[config.mk]
export PLATFORM = sky130hd
export DESIGN_NAME = serial_comparator_ctrl
export DESIGN_NICKNAME = d
export VERILOG_FILES = /design/src/rtl/serial_comparator_ctrl.sv
export SDC_FILE = /design/constraint.sdc
export NUM_CORES = 1
export LEC_CHECK = 0
export CAP_MARGIN = 40
export CORE_ASPECT_RATIO = 1.25
export CORE_MARGIN = 2
export CORE_UTILIZATION = 52
export CTS_CLUSTER_SIZE = 20
export DETAILED_ROUTE_END_ITERATION = 6
export GPL_TIMING_DRIVEN = 0
export PLACE_DENSITY = 0.94
export SETUP_SLACK_MARGIN = 0.5
export SYNTH_ARGS = -nofsm -noshare
export SYNTH_HDL_FRONTEND = slang
export SYNTH_SLANG_ARGS = --single-unit
[constraint.sdc]
create_clock -name clk -period 3.6 [get_ports clk]
set_input_delay 0.54 -clock clk [delete_from_list [all_inputs] [get_ports clk]]
set_output_delay 0.54 -clock clk [all_outputs]
set_load 0.1 [all_outputs]
[src/rtl/serial_comparator_ctrl.sv]
// Serial MSB-first magnitude comparator controller driving an external 1-bit comparator slice.
// Optional macro SERIAL_COMPARATOR_EARLY_EXIT_EN ends the scan at the first differing bit.
module serial_comparator_ctrl #(
  parameter int unsigned WIDTH = 8
) (
  input  logic             clk,
  input  logic             rst_n,
  input  logic             start,
  input  logic [WIDTH-1:0] a_in,
  input  logic [WIDTH-1:0] b_in,
  output logic             cmp_a,
  output logic             cmp_b,
  output logic             cmp_e,
  input  logic             cmp_gtr,
  input  logic             cmp_eq,
  input  logic             cmp_lt,
  output logic             busy,
  output logic             done,
  output logic             gtr,
  output logic             eq,
  output logic             lt,
  output logic             err
);

  localparam int unsigned IdxW = (WIDTH > 1) ? $clog2(WIDTH) : 1;

  typedef enum logic [1:0] {StIdle, StScan, StDone} state_e;

  state_e             state_q, state_d;
  logic [IdxW-1:0]    idx_q, idx_d;
  logic [WIDTH-1:0]   a_q, a_d, b_q, b_d;
  logic               gtr_q, gtr_d, eq_q, eq_d, lt_q, lt_d, err_q, err_d;
  logic               slice_one_hot;
  logic               diff_seen;

  assign slice_one_hot = (cmp_gtr ^ cmp_eq ^ cmp_lt) & ~(cmp_gtr & cmp_eq & cmp_lt);
  assign diff_seen     = gtr_q | lt_q;

  always_comb begin
    state_d = state_q;
    idx_d   = idx_q;
    a_d     = a_q;
    b_d     = b_q;
    gtr_d   = gtr_q;
    eq_d    = eq_q;
    lt_d    = lt_q;
    err_d   = err_q;
    unique case (state_q)
      StIdle: begin
        if (start) begin
          a_d     = a_in;
          b_d     = b_in;
          idx_d   = IdxW'(WIDTH - 1);
          gtr_d   = 1'b0;
          eq_d    = 1'b0;
          lt_d    = 1'b0;
          err_d   = 1'b0;
          state_d = StScan;
        end
      end
      StScan: begin
        if (!slice_one_hot) begin
          err_d   = 1'b1;
          gtr_d   = 1'b0;
          eq_d    = 1'b0;
          lt_d    = 1'b0;
          state_d = StDone;
        end else begin
          // Only the most significant differing bit decides the result.
          if ((cmp_gtr | cmp_lt) && !diff_seen) begin
            gtr_d = cmp_gtr;
            lt_d  = cmp_lt;
          end
          if (idx_q == '0) begin
            if (cmp_eq && !diff_seen) begin
              eq_d = 1'b1;
            end
            state_d = StDone;
          end else begin
            idx_d = idx_q - 1'b1;
          end
`ifdef SERIAL_COMPARATOR_EARLY_EXIT_EN
          if (cmp_gtr | cmp_lt) begin
            state_d = StDone;
          end
`endif
        end
      end
      StDone: begin
        state_d = StIdle;
      end
      default: begin
        state_d = StIdle;
      end
    endcase
  end

  always_ff @(posedge clk or negedge rst_n) begin
    if (!rst_n) begin
      state_q <= StIdle;
      idx_q   <= '0;
      a_q     <= '0;
      b_q     <= '0;
      gtr_q   <= 1'b0;
      eq_q    <= 1'b0;
      lt_q    <= 1'b0;
      err_q   <= 1'b0;
    end else begin
      state_q <= state_d;
      idx_q   <= idx_d;
      a_q     <= a_d;
      b_q     <= b_d;
      gtr_q   <= gtr_d;
      eq_q    <= eq_d;
      lt_q    <= lt_d;
      err_q   <= err_d;
    end
  end

  // Slice drive comes only from registers, so it is quiet outside SCAN and during reset.
  assign cmp_e = (state_q == StScan);
  assign cmp_a = cmp_e & a_q[idx_q];
  assign cmp_b = cmp_e & b_q[idx_q];
  assign busy  = (state_q == StScan);
  assign done  = (state_q == StDone);
  assign gtr   = gtr_q;
  assign eq    = eq_q;
  assign lt    = lt_q;
  assign err   = err_q;

endmodule

==> flow_summary_export.csv, run 1 <==
group,metric,value,unit
worst_setup_path,startpoint,"idx_q[0]",
drt,drt-wirelength-per-cell,14.7,um
outcome,status,"complete, no violations",
worst_setup_path,cp.arrival,2.26,ns
synth,synth.yosys.seq_area_share,49.4,%
pwr,power_switching,761,uW
sta,worstMarginPinSlew,0.578,ns
clock_tree,cts_root_buf,"clkbuf_4",
floorplanning,die_h,59.2,um
final_layout,seqCellArea,626,sq um
synth,ys_top_cells_by_area,"dfrtp_1 49%, mux2_4 11%, mux2_2 7.1%, mux4_2 7.1%, ha_1 3.0%",
sta,rsz0062_at_grt,"false",
synth,netlist_area,1270,sq um
global_route,antenna_found_initial,0,
worst_setup_path,r2r-end,"idx_q[0]",
pwr,power_frac_seq,29.4,%
global_route,grt_max_degree,16,
synth,synth_fp_nets,121,
pwr,swShare,44.4,%
sta,hold_slack,0.521,ns
synth,synth_top_area_cell,"dfrtp_1",
final_layout,final_layout_size_suffix_gt1_share,29.3,%
hold_path,timing.hold.worst.class,"flip-flop to flip-flop",
final_layout,stdcell_area,1790,sq um
sta,finalMaxSlewViolations,0,
hold_path,min_delay_path_depth,1,
sta,slew_headroom,61.3,%
floorplanning,row_count,20,
sta,clock_skew,0.00630,ns
floorplanning,start_util,53.3,%
worst_setup_path,ff2ff_path_depth,7,
clock_tree,cts-hold-fix-buffers,0,
drt,drcViolationCount,0,
synth,ys_types,26,
pwr,p_leak,0.793,nW
hold_path,hold_path_end,"a_q[2]",
synth,avgSynthCellArea,13.2,sq um
drt,viasPerCell,5.36,
sta,finalHoldViolCount,0,
synth,syn_inst,96,
global_route,grt_usage,21.5,%
clock_tree,clock_path_buffers,2,
pwr,internal_power,953,uW
sta,period_share,77.7,%
final_layout,fill_cells,155,
place,port_buffers,30,
floorplanning,die_x,48.2,um
clock_tree,htree_levels,1,
final_layout,diodes,0,
final_layout,syn_to_final_growth,41.2,%
place,gp_congestion,0.754,
job,drv_cap,0,
clock_tree,path_clk_slew,0.14,ns
final_layout,multi_input_area,581,sq um
clock_tree,cts_buffers,3,
synth,netlist.area_leader.share,49.4,%
global_route,grt_pass1_vias,1023,
worst_setup_path,path_max_fanout,7,
worst_setup_path,end_kind,"output port",
synth,ys_warn_count,0,
pwr,combPwrFrac,63.3,%
drt,firstDrtPassIters,4,
global_route,grt_pass1_wl,4.31,mm
clock_tree,post_cts_resized,0,
drt,antenna_left,0,
worst_setup_path,r2r-start,"idx_q[0]",
floorplanning,pin_count,31,
drt,first_iter_violations,10,
drt,wl,2.54,mm
clock_tree,clkSinkCount,25,
pwr,ir_drop,0.647,mV
hold_path,hold_start,"a_q[2]",
synth,synth_seq_cells,25,
worst_setup_path,criticalPathCategory,"flip-flop to output port",
global_route,grt-ovfl-total,0,
final_layout,nets,166,
pwr,powerDensity,958,nW/um^2
worst_setup_path,required,3.06,ns
sta,setup-tns-final,0,ns
floorplanning,core_area,2380,sq um
drt,vias,927,
clock_tree,post-cts-setup-buffer-count,0,
place,dpl_cell_area,1760,sq um
pwr,p_clk_share,7.2,%
worst_setup_path,reg2reg_slack,1.82,ns
place,dp_worst_setup_slack,1.11,ns
sta,period_minus_slack,2.80,ns
sta,fmax,358,MHz
sta,finalWorstSetupSlack,0.803,ns
place,dp_hpwl,2.11,mm
final_layout,final_util,75.3,%
clock_tree,tritoncts,"done",
worst_setup_path,crit_path_start_kind,"flip-flop",
sta,setup_viol,0,
clock_tree,clock_latency,0.31,ns
floorplanning,die-area,2850,sq um
==> worst max path at each step <==
stage | end
after floorplan | cmp_a
after global placement | cmp_b
after detailed placement | cmp_a
after CTS | cmp_a
after global routing | cmp_b
final | cmp_a
==> metal layers <==
layer  wire length (um)  share of wire [%]  track usage, %
met1                985                 39            27.0
met2               1440                 57            38.0
met3                 98                3.9            3.66
met4                 17               0.67            3.47
met5                  0                  0               0
==> power by group through the flow <==
stage,clock network (mW),logic [mW],registers [mW]
after floorplan,0,0.640,0.595
after global placement,0,0.915,0.504
after detailed placement,0,1.10,0.512
after CTS,0.126,1.10,0.506
after global routing,0.141,1.15,0.524
final,0.124,1.09,0.504
==> cell type report <==
class / instances / area share, %
clock buffers: 3 / 1.26
well taps: 33 / 2.31
inverters: 7 / 1.47
repair buffers: 40 / 25.2
multi-input cells: 60 / 32.4
flip-flops and latches: 25 / 35.0
clock inverters: 1 / 0.420
plain buffers: 4 / 1.96
==> state kept, by name, summed over array words and instances, names as in the netlist <==
signal / count
gtr: 1
idx_q: 3
a_q: 8
eq: 1
state_q: 2
err: 1
lt: 1
b_q: 8
==> cells by family after synthesis <==
group | synth area share [%]
flops | 49.4
fa+ha+maj | 2.96
simple gates | 7.80
compound gates | 7.80
buf+inv | 4.84
mux | 27.2
==> placed cells by master, fill, tap and decap left out <==
cell,count
dfrtp_1,25
clkdlybuf4s50_1,30
a31oi_1,2
inv_2,1
nand2_1,4
nor3b_1,1
clkbuf_4,3
clkinvlp_4,1
mux2i_1,3
mux2_2,8
nor4_1,1
nor2b_1,1
nor2_1,8
mux2_4,9
a41oi_1,2
mux4_2,4
a221oi_2,1
o311a_1,1
a2bb2oi_1,1
and3_1,1
inv_1,6
buf_2,1
o21ai_0,4
nand4b_1,1
buf_6,2
ha_1,3
buf_4,1
o21a_1,2
buf_8,10
nand2b_1,3
==> critical path: stages, from the launching register on <==
cell and delay [ns]:
dfrtp_1 0.34, buf_2 0.21, mux4_2 0.53, mux2i_1 0.15
nor2_1 0.07, clkdlybuf4s50_1 0.46, buf_8 0.19
==> Yosys cell counts <==
| cell | number |
|---|---|
| a221oi_2 | 1 |
| a2bb2oi_1 | 1 |
| a31oi_1 | 2 |
| a41oi_1 | 2 |
| and3_1 | 1 |
| buf_2 | 1 |
| buf_4 | 1 |
| buf_6 | 2 |
| dfrtp_1 | 25 |
| ha_1 | 3 |
| inv_1 | 6 |
| inv_2 | 1 |
| mux2_2 | 8 |
| mux2_4 | 9 |
| mux2i_1 | 3 |
| mux4_2 | 4 |
| nand2_1 | 4 |
| nand2b_1 | 3 |
| nand4b_1 | 1 |
| nor2_1 | 8 |
| nor2b_1 | 1 |
| nor3b_1 | 1 |
| nor4_1 | 1 |
| o21a_1 | 2 |
| o21ai_0 | 4 |
| o311a_1 | 1 |
==> stage by stage <==
step / power (mW) / instances
floorplan: 1.24 / 96
global placement: 1.42 / 159
detailed placement: 1.61 / 169
CTS: 1.73 / 173
global route: 1.81 / 173
finish: 1.71 / 173
(Power assumes the default switching activity.)
==> run 2, diff against run 1 <==
- CORE_UTILIZATION: 52 -> 43
- PLACE_DENSITY: 0.94 -> 0.85
- clock period: 3.6 -> 2.4 ns (I/O delays scaled with it)
==> run 2 against run 1 <==
  * Non-clock buffer count rose by 10
  * Die area is 19% higher
  * Critical path depth stayed put
  * Clock skew rose by 0.0057 ns
  * Clock-buffer cell count unchanged
  * Sequential share of layout area decreased by 3.1 points
  * Wire length rose by 13%
  * Clock power increased by 62%
  * Largest power group unchanged
  * Sequential power increased by 51%
  * Final area increased by 10%
  * Global-route usage fell by 2.3 points
  * Power up 73%
==> flow_summary_export.csv, run 2 (synthesized netlist as in run 1, its figures left out) <==
group,metric,value,unit
floorplanning,die_x,52.6,um
worst_setup_path,startpoint,"idx_q[0]",
outcome,status,"complete, no violations",
drt,firstDrtPassIters,4,
worst_setup_path,r2r-end,"idx_q[0]",
global_route,antenna_found_initial,0,
clock_tree,clock_latency,0.34,ns
final_layout,diodes,0,
clock_tree,path_clk_slew,0.15,ns
sta,worstMarginPinSlew,0.534,ns
drt,drcViolationCount,0,
clock_tree,clkSinkCount,25,
drt,first_iter_violations,29,
drt,vias,992,
place,dp_worst_setup_slack,0.0597,ns
sta,finalHoldViolCount,0,
sta,period_share,95.8,%
final_layout,layout_common_cells,"24 x dfrtp_1, 23 x clkdlybuf4s50_1, 9 x mux2_4, 9 x buf_4",
sta,period_minus_slack,2.30,ns
worst_setup_path,crit_path_start_kind,"flip-flop",
final_layout,reg_top3,"a_q: 8 flops, b_q: 8 flops, idx_q: 3 flops",
floorplanning,pin_count,31,
sta,setup_viol,0,
global_route,grt_max_degree,16,
worst_setup_path,cp.arrival,1.94,ns
sta,rsz0062_at_grt,"true",
hold_path,timing.hold.worst.class,"input pin to asynchronous set/reset pin",
drt,wl,2.88,mm
sta,clock_skew,0.0120,ns
pwr,p_leak,0.885,nW
floorplanning,die_h,64.7,um
place,port_buffers,30,
drt,viasPerCell,5.33,
sta,finalMaxSlewViolations,0,
global_route,grt_pass1_vias,1076,
final_layout,layout_commonest_cell,"dfrtp_1",
clock_tree,cts_buffers,3,
clock_tree,clock_path_buffers,2,
final_layout,syn_to_final_growth,55.3,%
worst_setup_path,end_kind,"output port",
sta,fmax,435,MHz
sta,hold_slack,0.348,ns
floorplanning,row_count,22,
final_layout,final_layout_size_suffix_gt1_share,43.3,%
worst_setup_path,r2r-start,"idx_q[1]",
worst_setup_path,criticalPathCategory,"flip-flop to output port",
clock_tree,htree_levels,1,
clock_tree,tritoncts,"done",
floorplanning,start_util,44.3,%
drt,antenna_left,0,
floorplanning,die-area,3400,sq um
pwr,ir_drop,1.01,mV
worst_setup_path,path_max_fanout,7,
final_layout,nets,176,
global_route,grt-ovfl-total,0,
clock_tree,cts_root_buf,"clkbuf_4",
worst_setup_path,reg2reg_slack,0.64,ns
job,drv_cap,0,
drt,drt-wirelength-per-cell,15.5,um
place,gp_congestion,0.811,
sta,slew_headroom,64.0,%
worst_setup_path,required,2.04,ns
global_route,grt_pass1_wl,4.77,mm
global_route,grt_usage,19.2,%
place,dp_hpwl,2.03,mm
floorplanning,core_area,2860,sq um
sta,setup-tns-final,0,ns
sta,finalWorstSetupSlack,0.101,ns
pwr,power.total,2.96,mW
worst_setup_path,ff2ff_path_depth,6,
pwr,powerDensity,1500,nW/um^2
==> run 2: changes by cell type in the layout (fill, tap and decap cells not counted), sizes merged <==
cell,delta
buf,+13
clkbuf,+1
clkdlybuf4s15,+1
clkdlybuf4s50,-7
clkinvlp,+1
dlymetal6s2s,+2
inv,-1
==> run 2: cell type report <==
cell class,instances,area (sq um)
Clock buffer,3,22.5
Buffer,4,53.8
Clock inverter,1,7.51
Timing Repair Buffer,50,562
Fill cell,212,895
Tap cell,36,45.0
Inverter,7,30.0
Multi-Input combinational cell,60,621
Sequential cell,25,627
==> run 2: worst max path at each step <==
stage                  to  depth (start not counted)  slack [ns]
global placement    cmp_b                          5       -0.25
detailed placement  cmp_b                          6        0.06
CTS                 cmp_b                          6        0.12
finish              cmp_a                          6        0.10
global route        cmp_a                          6        0.03
floorplan           cmp_a                          4        0.35
==> run 2: layer usage <==
metal,vias to the layer above,part of all wire (%),track usage (%)
li1,455,-,-
met1,494,39,21.7
met2,34,55,33.6
met3,9,3.5,3.69
met4,0,2.7,9.29
met5,-,0,0
==> run 2: through the flow <==
step           instance area, sq um  cells  utilization, %
6_report                       1970    186            68.8
3_5_place_dp                   1790    172            62.7
3_3_place_gp                   1640    162            57.4
5_1_grt                        1970    186            68.8
2_1_floorplan                  1300     96               -
4_1_cts                        1910    182            66.6
==> run 2: repair_timing <==
item,4_1_cts,5_1_grt
setup buffers,7,4
hold buffers,0,0
endpoints found under the hold margin,0,0
gates resized for setup,22,12
endpoints found under the setup margin,6,8
==> run 2: where the power goes <==
group | internal [mW] | switching, mW | leakage, nW
registers | 0.617 | 0.142 | 0.292
clock network | 0.0640 | 0.137 | 0.0139
logic | 0.991 | 1.01 | 0.579
total | 1.67 | 1.29 | 0.885
==> run 2: critical path, cell delays in order, from the launching register on <==
cell	delay [ns]
dfrtp_1	0.37
buf_6	0.14
mux4_2	0.54
mux2i_2	0.21
nor2_2	0.05
buf_2	0.13
buf_12	0.16
==> run 3, diff against run 2 <==
- CORE_MARGIN: 2 -> unset
- SETUP_SLACK_MARGIN: 0.5 -> 0.05
==> run 3 against run 2 <==
  * Critical path depth down 1
  * Sequential share of layout area up 2.7 points
  * Critical path type unchanged
  * Final area down 7.9%
  * Global-route usage down 1.3 points
  * Final cell count down 6.5%
  * Critical endpoint is now cmp_e
  * Clock power down 9%
==> flow_summary_export.csv, run 3 (synthesized netlist as in run 1, its figures left out) <==
group,metric,value,unit
outcome,status,"complete, no violations",
global_route,grt-ovfl-total,0,
drt,vias,927,
clock_tree,clock_latency,0.32,ns
sta,fmax,441,MHz
global_route,antenna_found_initial,0,
global_route,grt_pass1_wl,4.17,mm
drt,first_iter_violations,9,
clock_tree,tritoncts,"done",
sta,hold_slack,0.415,ns
floorplanning,pin_count,31,
sta,period_share,94.4,%
global_route,grt_max_degree,14,
pwr,ir_drop,1.11,mV
final_layout,reg_top3,"a_q: 8 flops, b_q: 8 flops, idx_q: 3 flops",
floorplanning,start_util,46.4,%
clock_tree,htree_levels,1,
final_layout,layout_common_cells,"28 x clkdlybuf4s50_1, 24 x dfrtp_1, 9 x mux2_4, 8 x mux2_2, 7 x buf_8",
worst_setup_path,required,2.04,ns
pwr,power.total,2.64,mW
final_layout,syn_to_final_growth,42.9,%
worst_setup_path,critPathBufInv,4,
drt,firstDrtPassIters,4,
worst_setup_path,path_max_fanout,5,
worst_setup_path,end_kind,"output port",
sta,setup_viol,0,
global_route,grt_pass1_vias,963,
place,port_buffers,30,
clock_tree,cts_buffers,3,
place,dp_worst_setup_slack,0.100,ns
clock_tree,cts_root_buf,"clkbuf_4",
floorplanning,core_area,2730,sq um
sta,setup-tns-final,0,ns
final_layout,seqCellArea,627,sq um
sta,rsz0062_at_grt,"false",
clock_tree,path_clk_slew,0.13,ns
place,gp_congestion,0.830,
place,dp_hpwl,2.02,mm
sta,period_minus_slack,2.27,ns
drt,wl,2.57,mm
worst_setup_path,path_delay_family,"buffers and inverters",
final_layout,final_util,66.3,%
final_layout,multi_input_area,588,sq um
global_route,grt_usage,17.9,%
floorplanning,die-area,3170,sq um
drt,antenna_left,0,
worst_setup_path,cp_cell_sequence,"nand2b_2 > inv_2 > buf_4 > clkdlybuf4s50_1 > buf_12",
pwr,p_leak,0.801,nW
sta,finalHoldViolCount,0,
clock_tree,clock_path_buffers,2,
worst_setup_path,crit_path_start_kind,"flip-flop",
clock_tree,clkSinkCount,25,
floorplanning,row_count,21,
final_layout,diodes,0,
drt,drt-wirelength-per-cell,14.7,um
final_layout,layout_commonest_cell,"clkdlybuf4s50_1",
hold_path,timing.hold.worst.class,"input pin to asynchronous set/reset pin",
sta,worstMarginPinSlew,0.623,ns
worst_setup_path,cp.arrival,1.91,ns
floorplanning,die_h,62.7,um
sta,finalMaxSlewViolations,0,
pwr,powerDensity,1460,nW/um^2
clock_tree,cts-hold-fix-buffers,0,
final_layout,nets,166,
worst_setup_path,cp_slowest_cell,"clkdlybuf4s50_1",
drt,viasPerCell,5.33,
job,drv_cap,0,
worst_setup_path,max_stage_delay,0.51,ns
drt,drcViolationCount,0,
sta,finalWorstSetupSlack,0.134,ns
floorplanning,die_x,50.6,um
sta,clock_skew,0.00780,ns
sta,slew_headroom,58.3,%
final_layout,fill_cells,220,
final_layout,final_layout_size_suffix_gt1_share,33.6,%
worst_setup_path,criticalPathCategory,"flip-flop to output port",
-- run 3: metal layers --
| layer | up-vias | track usage, % | share of wire, % |
|---|---|---|---|
| met3 | 6 | 2.92 | 3.7 |
| met1 | 456 | 20.3 | 40 |
| li1 | 434 | - | - |
| met4 | 0 | 6.94 | 1.8 |
| met2 | 31 | 32.5 | 54 |
| met5 | - | 0 | 0 |
-- run 3: power by group --
group | switching [mW] | internal [mW] | total (mW)
Combinational | 0.903 | 0.788 | 1.69
Sequential | 0.144 | 0.618 | 0.762
Clock | 0.118 | 0.0650 | 0.183
Total | 1.16 | 1.47 | 2.64
-- run 3: final cells by class --
cell class / count / area share [%]
well taps: 34 / 2.35
multi-input cells: 60 / 32.5
plain buffers: 4 / 2.28
clock buffers: 4 / 1.45
repair buffers: 40 / 25.4
flip-flops and latches: 25 / 34.6
inverters: 7 / 1.45
-- run 3: metrics by stage --
step	instance area (sq um)	std cells
after floorplan	1270	96
after global placement	1620	160
after detailed placement	1770	170
after CTS	1790	172
after global routing	1810	174
final	1810	174
-- run 3: worst register-to-register path, delay by kind of cell, from the launching register on --
family          cells  cell delay [ns]
buf+inv             1             0.11
simple gates        3             0.70
flops               1             0.51
fa+ha+maj           1             0.18
compound gates      1             0.11
-- run 3: path summary, 6_finish.rpt --
kind | from | end | slack (ns) | cells past startpoint
worst max-delay path | state_q[1] | cmp_e | 0.13 | 5
worst min-delay path | rst_n | b_q[1] | 0.41 | 1
worst max register to register | idx_q[1] | idx_q[0] | 0.69 | 6
worst min register to register | a_q[6] | a_q[6] | 0.52 | 1
max in group asynchronous | rst_n | b_q[0] | 1.48 | 2
min in group clk | a_q[6] | a_q[6] | 0.52 | 1
-- run 3: repair_timing --
action / in CTS / in global routing
resized for setup: 6 / 2
endpoints found under the setup margin: 4 / 1
setup buffers: 0 / 2
